==> src/rtl/uart_alu_ctrl.sv <==
// Frame sequencer between the UART pair and the ALU: gathers operand A, operand B
// and an opcode, then sends back either the registered ALU result or an error byte.
module uart_alu_ctrl #(
    parameter int                 NB_DATA       = 8,
    parameter int                 NB_OP         = 6,
    parameter int                 NB_TIMEOUT    = 16,
    parameter int                 TIMEOUT_TICKS = 2560,
    parameter logic [NB_DATA-1:0] ERR_CODE      = 8'hFF
) (
    input  logic               i_clock,
    input  logic               i_reset,
    input  logic               i_s_tick,
    input  logic               i_rx_done_tick,
    input  logic [NB_DATA-1:0] i_rx_data,
    input  logic               i_tx_done_tick,
    input  logic [NB_DATA-1:0] i_alu_result,
    output logic [NB_DATA-1:0] o_data_a,
    output logic [NB_DATA-1:0] o_data_b,
    output logic [NB_OP-1:0]   o_op,
    output logic               o_tx_start,
    output logic [NB_DATA-1:0] o_tx_data,
    output logic               o_busy,
    output logic               o_error,
    output logic               o_timeout,
    output logic               o_overrun
);

    typedef enum logic [2:0] {
        S_WAIT_A,
        S_WAIT_B,
        S_WAIT_OP,
        S_EXEC,
        S_TX_START,
        S_TX_WAIT
    } state_t;

    localparam logic [NB_TIMEOUT-1:0] TERMINAL_CNT = NB_TIMEOUT'(TIMEOUT_TICKS - 1);

    state_t                state;
    state_t                state_next;
    logic [NB_TIMEOUT-1:0] tick_cnt;
    logic                  op_valid;
    logic                  in_frame;
    logic                  terminal;

    // Upper byte bits must be clear; the low bits must name a supported ALU operation.
    function automatic logic is_valid_op(input logic [NB_DATA-1:0] b);
        logic [NB_OP-1:0] code;
        logic             hit;
        code = b[NB_OP-1:0];
        case (code)
            NB_OP'('h20), NB_OP'('h22), NB_OP'('h24), NB_OP'('h25),
            NB_OP'('h26), NB_OP'('h27), NB_OP'('h03), NB_OP'('h02): hit = 1'b1;
            default:                                                  hit = 1'b0;
        endcase
        return hit && (b[NB_DATA-1:NB_OP] == '0);
    endfunction

    assign in_frame = (state == S_WAIT_B) || (state == S_WAIT_OP);
    // A byte arriving on the terminal tick takes priority over the abort.
    assign terminal = in_frame && i_s_tick && !i_rx_done_tick && (tick_cnt == TERMINAL_CNT);

    assign o_busy     = (state == S_EXEC) || (state == S_TX_START) || (state == S_TX_WAIT);
    assign o_tx_start = (state == S_TX_START);
    assign o_error    = (state == S_EXEC) && !op_valid;
    assign o_timeout  = terminal;

    always_comb begin
        // NOTE: default first so every path assigns state_next and no latch is inferred.
        state_next = state;
        case (state)
            S_WAIT_A:   if (i_rx_done_tick) state_next = S_WAIT_B;
            S_WAIT_B: begin
                if (i_rx_done_tick)  state_next = S_WAIT_OP;
                else if (terminal)   state_next = S_WAIT_A;
            end
            S_WAIT_OP: begin
                if (i_rx_done_tick)  state_next = S_EXEC;
                else if (terminal)   state_next = S_WAIT_A;
            end
            S_EXEC:     state_next = S_TX_START;
            S_TX_START: state_next = S_TX_WAIT;
            S_TX_WAIT:  if (i_tx_done_tick) state_next = S_WAIT_A;
            default:    state_next = S_WAIT_A;
        endcase
    end

    // NOTE: sequential state uses non-blocking assignments so every register samples pre-edge values.
    always_ff @(posedge i_clock or negedge i_reset) begin
        if (!i_reset) begin
            state     <= S_WAIT_A;
            o_data_a  <= '0;
            o_data_b  <= '0;
            o_op      <= '0;
            op_valid  <= 1'b0;
            o_tx_data <= '0;
            tick_cnt  <= '0;
            o_overrun <= 1'b0;
        end else begin
            state     <= state_next;
            o_overrun <= i_rx_done_tick && o_busy;

            if (i_rx_done_tick) begin
                case (state)
                    S_WAIT_A:  o_data_a <= i_rx_data;
                    S_WAIT_B:  o_data_b <= i_rx_data;
                    S_WAIT_OP: begin
                        o_op     <= i_rx_data[NB_OP-1:0];
                        op_valid <= is_valid_op(i_rx_data);
                    end
                    default: ;
                endcase
            end

            if (state == S_EXEC)
                o_tx_data <= op_valid ? i_alu_result : ERR_CODE;

            // Counter idles at zero outside a frame, so entry to S_WAIT_B starts from zero.
            if (!in_frame || i_rx_done_tick || terminal)
                tick_cnt <= '0;
            else if (i_s_tick)
                tick_cnt <= tick_cnt + 1'b1;
        end
    end

endmodule

==> config.mk <==
export PLATFORM = sky130hd
export DESIGN_NAME = uart_alu_ctrl
export DESIGN_NICKNAME = d
export VERILOG_FILES = /design/src/rtl/uart_alu_ctrl.sv
export SDC_FILE = /design/constraint.sdc
export NUM_CORES = 1
export LEC_CHECK = 0
export BUFFER_PORTS_ARGS = -buffer_cell sky130_fd_sc_hd__clkbuf_2
export CAP_MARGIN = 20
export CORE_ASPECT_RATIO = 2
export CORE_UTILIZATION = 45
export CTS_CLUSTER_DIAMETER = 50
export CTS_CLUSTER_SIZE = 10
export DETAILED_ROUTE_END_ITERATION = 16
export PLACE_DENSITY = 0.69
export SLEW_MARGIN = 40
export SYNTH_ARGS = -nofsm -noshare
export SYNTH_HDL_FRONTEND = slang
export SYNTH_SLANG_ARGS = --single-unit
==> constraint.sdc <==
create_clock -name i_clock -period 1.6 [get_ports i_clock]
set_clock_uncertainty 0.15 [all_clocks]
set_input_delay 0.16 -clock i_clock [delete_from_list [all_inputs] [get_ports i_clock]]
set_output_delay 0.16 -clock i_clock [all_outputs]
set_load 0.02 [all_outputs]
After elaboration in Yosys (flattened, before gate mapping)
Cells that the tools add are included.
Storage, ports and cells
  register bits: 51
  bits of input ports: 21
  logic and storage cells: 59
Cells by class
  $add $sub $neg: 1
  eq/ne operators: 16
  mux-type cells: 12
  reduce and logical (&&, ||, !) cells: 22
Operators by type and width (number)
  == test 6 bit (second input constant): 6
  two-way mux 16 bit: 2
  case mux 3 bit (6 select lines): 1
  adder 16 x 1 -> 16 bit (second input constant): 1
  == test 16 x 12 -> 1 bit (second input constant): 1
  two-way mux 3 bit: 5
  == test 6 x 2 -> 1 bit (second input constant): 2
  two-way mux 8 bit: 1
  AND reduction 2 bit: 4
  OR reduction 8 bit: 1
  == test 3 x 2 -> 1 bit (second input constant): 2
  == test 3 bit (second input constant): 2
  logical AND 1 bit: 6
  logical OR 1 bit: 5
  != test 2 bit (second input constant): 2
  == test 3 x 1 -> 1 bit (second input constant): 1
  zero test 1 bit: 3
  zero test 3 bit: 1
  two-way mux 1 bit: 3
  zero test 2 bit: 1
  nonzero test 2 bit: 1

Longest topological paths before layout
  depth in word-level cells: 8
  depth in mapped cells: 7
  depth with buffers taken out: 5

Worst setup path before layout
Ideal clock, no wire load.
  path kind: flip-flop to output port
  from: register tick_cnt[0]
  to: output o_timeout
  arrival time: 1617 ps
  data required time: 1290 ps
  setup slack: -327 ps
  cell stages (with the launch flop): 6
  buffers on the path: 1
  path through: dfrtp_1 -> ha_1 -> and2_1 -> clkbuf_1 -> nand4_1 -> nor3_1
On the way
  longest elaborated chain between the ends: 2
Ends and longest elaborated chain
  start: declaration: line 41  | logic [NB_TIMEOUT-1:0] tick_cnt;
  start signal: assignment: line 122  | tick_cnt <= tick_cnt + 1'b1;
  == test 16 x 12 -> 1 bit: line 61  | assign terminal = in_frame && i_s_tick && !i_rx_done_tick && (tick_cnt == TERMINAL_CNT);
  logical AND 1 bit: line 61
  end: declaration: line 24  | output logic o_timeout,
Every way passes these cells.

Worst setup path in the final report
  from: register state[0]
  to: output o_timeout
On the way
  longest elaborated chain between the ends: 5
  elaborated cells on any way between the ends: 6
  classes of those cells: eq/ne: 2; reduce/logical: 4
Ends and longest elaborated chain
  start: declaration: line 39  | state_t state;
  start signal: assignment: line 100  | state <= state_next;
  == test 3 x 1 -> 1 bit or == test 3 x 2 -> 1 bit (tied branches): line 59  | assign in_frame = (state == S_WAIT_B) || (state == S_WAIT_OP);
  logical OR 1 bit (*): line 59
  logical AND 1 bit (*) (3 in series): line 61
Every way passes the cells marked *; elsewhere a longest branch is shown, timed or not.

==> run summary <==
The run finished, with violations left. The final reports fail on setup timing. The die is between 100 and 150 um tall. The total nets after synthesis came out at between 200 and 250.

The worst supply voltage drop on vdd is roughly 1100 uV. The number of enable-type register cells in the synthesized netlist came out at 0. Wires add up to ~7300 um. The share of synthesized area occupied by flip-flops and latches came out at 0.551. The standby leakage power came out at around 1.8 nW. The share of final-layout standard cells stronger than drive strength 1 is 0.582.

TritonCTS built the clock tree. The final hold slack is approximately 0.0046 ns. The critical path starts at state[0]$_DFFE_PN0P_.

The first global-routing pass estimated about 10000 um of wire. The actual slew at the worst max-slew pin came out at ~0.42 ns. The post-synthesis to final-layout area growth is 63.5%. Clock-pin slew was measured on the worst setup and hold paths at about 0.090 ns. The routed wirelength normalized by instance count came out at a little under 20 um. For flop-to-flop paths, the worst setup slack is -0.35 ns. The per-instance average area after synthesis came out at ~12 um^2.

By startpoint and endpoint, the worst setup path is classified as register to primary output. The final weighted congestion in routability-driven placement is around 0.8. The count of nets left with antenna violations once routing finished came out at 0. The endpoint arrival time on the critical path came out at ~1.7 ns. In this run the critical register-to-register path is launched from tick_cnt[1]$_DFFE_PN0P_. The area share of the largest cell type after synthesis came out at 0.551.

The residual DRC count is 0. In this run the worst hold path is classified as input pin to register. Once layout is complete, the utilization of the core stands at 0.771.

The required time of the critical path is approximately 1.3 ns. The post-synthesis cell type count is a little over 40. The maximum clock insertion buffer count came out at 2.

The clock latency on the worst-skew pair came out at 0.31 ns. Yosys printed 0 warnings. The number of violations of the max-capacitance limit came out at 0. For this run, the leading register cell type out of synthesis is sky130_fd_sc_hd__dfrtp_1. The number of hold-slack violations in the final timing report came to 0. The floorplan has 36 rows. Synthesis inferred just over 50 register bits. The post-synth design cell area is approximately 2300 um^2. The core outline area is around 4900 um^2. The end point of the critical path is o_timeout.

The count of buffers inserted at the top-level ports came out at 55. The via count of the first global-routing pass is a little over 2k. Of the available clock period, the critical path in the final layout requires 1.26.

In this run the clock root is driven by a sky130_fd_sc_hd__clkbuf_8. Setup repair after global routing could not meet its margin everywhere. The power density normalized to cell area is 1720 nW/um^2. The maximum clock frequency came out at around 500 MHz. Across every metal layer, demand over resource in global routing totals 0.246. The worst pin sits at a relative slew slack of 0.719. The largest net degree at the start of global routing came out at 52.

The repair_antennas step left the layout with diodes totalling 0. The number of optimization iterations in the first detailed-route pass came out at 4. The total half-perimeter wirelength after legalization and detailed placement is 4100 um. The initial detailed-routing violation count is 45.

The number of clock sinks is just over 50. The final period demand of the worst path is 2.01 ns. The sum of negative setup slack is -10.42 ns. The number of max-slew violations in the final report came to 0. The effective utilization at floorplan is 0.471. The number of top-level pins came out at 56. The initial antenna violation count came to 0. The maximum level of the CTS H-tree came out at 2. For this block, the via count after detailed routing is about 2.1k.

The total overflow left after global routing is 0. After detailed routing, the number of vias per cell comes to 5.53. The worst setup path is launched from a register. The floorplan step defined a die boundary enclosing around 5500 um^2. The logic depth of the worst register-to-register path is 8.

The net count of the finished layout is approximately 350. The fraction of registers with async set or reset after synthesis came out at 1.00. The synthesized design spends more area on one cell type than any other, namely sky130_fd_sc_hd__dfrtp_1. The maximum net fanout on the critical path came out at 6. The endpoint identified for the worst register-to-register timing path is state[0]$_DFFE_PN0P_. The post-route worst setup slack came out at -0.409 ns. Setup violations remaining at the end of the flow were counted as 53. From left edge to right edge, the die measures 52.7 um. Yosys attributes the largest share of cell area to sky130_fd_sc_hd__dfrtp_1 55%, sky130_fd_sc_hd__mux2_2 11%, sky130_fd_sc_hd__nor2_1 3.4%, sky130_fd_sc_hd__nand2_1 2.4%, sky130_fd_sc_hd__o21ai_0 2.4%.

The element type at the critical path end is a primary output. The total CTS buffers is 5. The instance count of the mapped netlist came out at 200. The post-placement worst setup slack is -0.163 ns.
==> cells in the mapped netlist (2+ instances only) <==
library cell               count
sky130_fd_sc_hd__dfrtp_1      51
sky130_fd_sc_hd__mux2_2       22
sky130_fd_sc_hd__nor2_1       21
sky130_fd_sc_hd__nand2_1      15
sky130_fd_sc_hd__o21ai_0      11
sky130_fd_sc_hd__xor2_1        6
sky130_fd_sc_hd__a21oi_1       5
sky130_fd_sc_hd__nand3_1       5
sky130_fd_sc_hd__nand4_1       5
sky130_fd_sc_hd__xnor2_1       5
sky130_fd_sc_hd__nor3_1        4
sky130_fd_sc_hd__or3_1         4
sky130_fd_sc_hd__and4_1        3
sky130_fd_sc_hd__clkbuf_1      3
sky130_fd_sc_hd__mux2i_1       3
sky130_fd_sc_hd__nand2b_1      3
sky130_fd_sc_hd__nor4_1        3
sky130_fd_sc_hd__o31ai_1       3
sky130_fd_sc_hd__and2_1        2
sky130_fd_sc_hd__buf_4         2
sky130_fd_sc_hd__buf_6         2
sky130_fd_sc_hd__nand3b_1      2
sky130_fd_sc_hd__nor2b_1       2
==> area by class of cell <==
| type | instances | area, um^2 |
|---|---|---|
| fillers | 323 | 1130 |
| flip-flops and latches | 51 | 1280 |
| inverters | 1 | 3.75 |
| well taps | 57 | 71.3 |
| multi-input cells | 140 | 1290 |
| clock inverters | 2 | 37.5 |
| repair buffers | 126 | 1040 |
| clock buffers | 5 | 68.8 |
==> worst max-delay path, cell delays in order, from the launching register on <==
cell and delay, ns:
sky130_fd_sc_hd__dfrtp_1 0.42, sky130_fd_sc_hd__xnor2_1 0.17, sky130_fd_sc_hd__or3_4 0.42, sky130_fd_sc_hd__nor3_4 0.20, sky130_fd_sc_hd__clkbuf_8 0.19
==> repair_timing <==
action	4_1_cts	5_1_grt
pin swaps	9	24
resized for setup	46	68
hold endpoints to repair	63	2
buffers inserted	14	14
hold buffers	11	1
setup endpoints to repair	45	52
gates cloned	0	2
==> placed cells by master, fill, tap and decap left out, drive strengths merged, types with 6 or more instances in the layout <==
cell type    netlist  layout
mux2              22      22
nor2              22      22
clkbuf             3      59
nand4              6       6
dlygate4sd3        0      12
nand2             15      15
dfrtp             51      51
o21ai             11      11
xor2               6       6
buf                5      60
==> per-stage QoR <==
step | area [um^2] | power (mW) | cells
global route | 3780 | 6.79 | 382
finish | 3780 | 6.51 | 382
global placement | 2950 | 4.22 | 340
CTS | 3440 | 5.77 | 370
floorplan | 2340 | 3.44 | 200
detailed placement | 2950 | 4.32 | 340
==> where the power goes <==
| group | switching [mW] | internal [mW] | leakage, nW | total [mW] |
|---|---|---|---|---|
| sequential | 0.315 | 1.75 | 0.641 | 2.06 |
| clock | 0.435 | 0.458 | 0.0502 | 0.893 |
| combinational | 1.75 | 1.81 | 1.08 | 3.56 |
| total | 2.50 | 4.01 | 1.78 | 6.51 |
==> layer usage <==
metal	global-route usage	vias to the layer above	part of all wire
met5	0	-	0
met4	0.107	0	0.036
met3	0.0351	18	0.028
met2	0.474	70	0.59
met1	0.248	1070	0.34
li1	-	956	-
==> sequential cells by signal, indices dropped and copies added, names as in the netlist <==
| register | count |
|---|---|
| o_op | 6 |
| o_tx_data | 8 |
| state | 3 |
| op_valid | 1 |
| o_overrun | 1 |
| o_data_b | 8 |
| o_data_a | 8 |
| tick_cnt | 16 |
==> how the worst min path moves through the flow <==
stage | from | end | slack [ns] | depth (start not counted)
finish | i_rx_data[4] | o_op[4]$_DFFE_PN0P_ | 0.005 | 2
floorplan | i_reset | o_data_a[0]$_DFFE_PN0P_ | -0.29 | 0
CTS | i_rx_data[7] | o_data_b[7]$_DFFE_PN0P_ | 0.003 | 2
global route | i_rx_data[7] | o_data_a[7]$_DFFE_PN0P_ | 0.02 | 2
global placement | i_reset | o_data_b[6]$_DFFE_PN0P_ | 0.02 | 2
detailed placement | i_reset | o_data_b[6]$_DFFE_PN0P_ | 0.02 | 2
==> logic make-up (layout without fill, tap and decap cells) <==
| logic type | count (synthesis) | in the layout | share of synthesized area |
|---|---|---|---|
| AO/OA/AOI/OAI | 25 | 25 | 0.0703 |
| XOR/XNOR | 11 | 11 | 0.0416 |
| adder cells (fa/ha/maj) | 1 | 1 | 0.00540 |
| buffers and inverters | 9 | 134 | 0.0249 |
| flip-flops | 51 | 51 | 0.551 |
| multiplexers | 25 | 25 | 0.120 |
| AND/OR/NAND/NOR | 78 | 78 | 0.186 |
(Power assumes the default switching activity.)
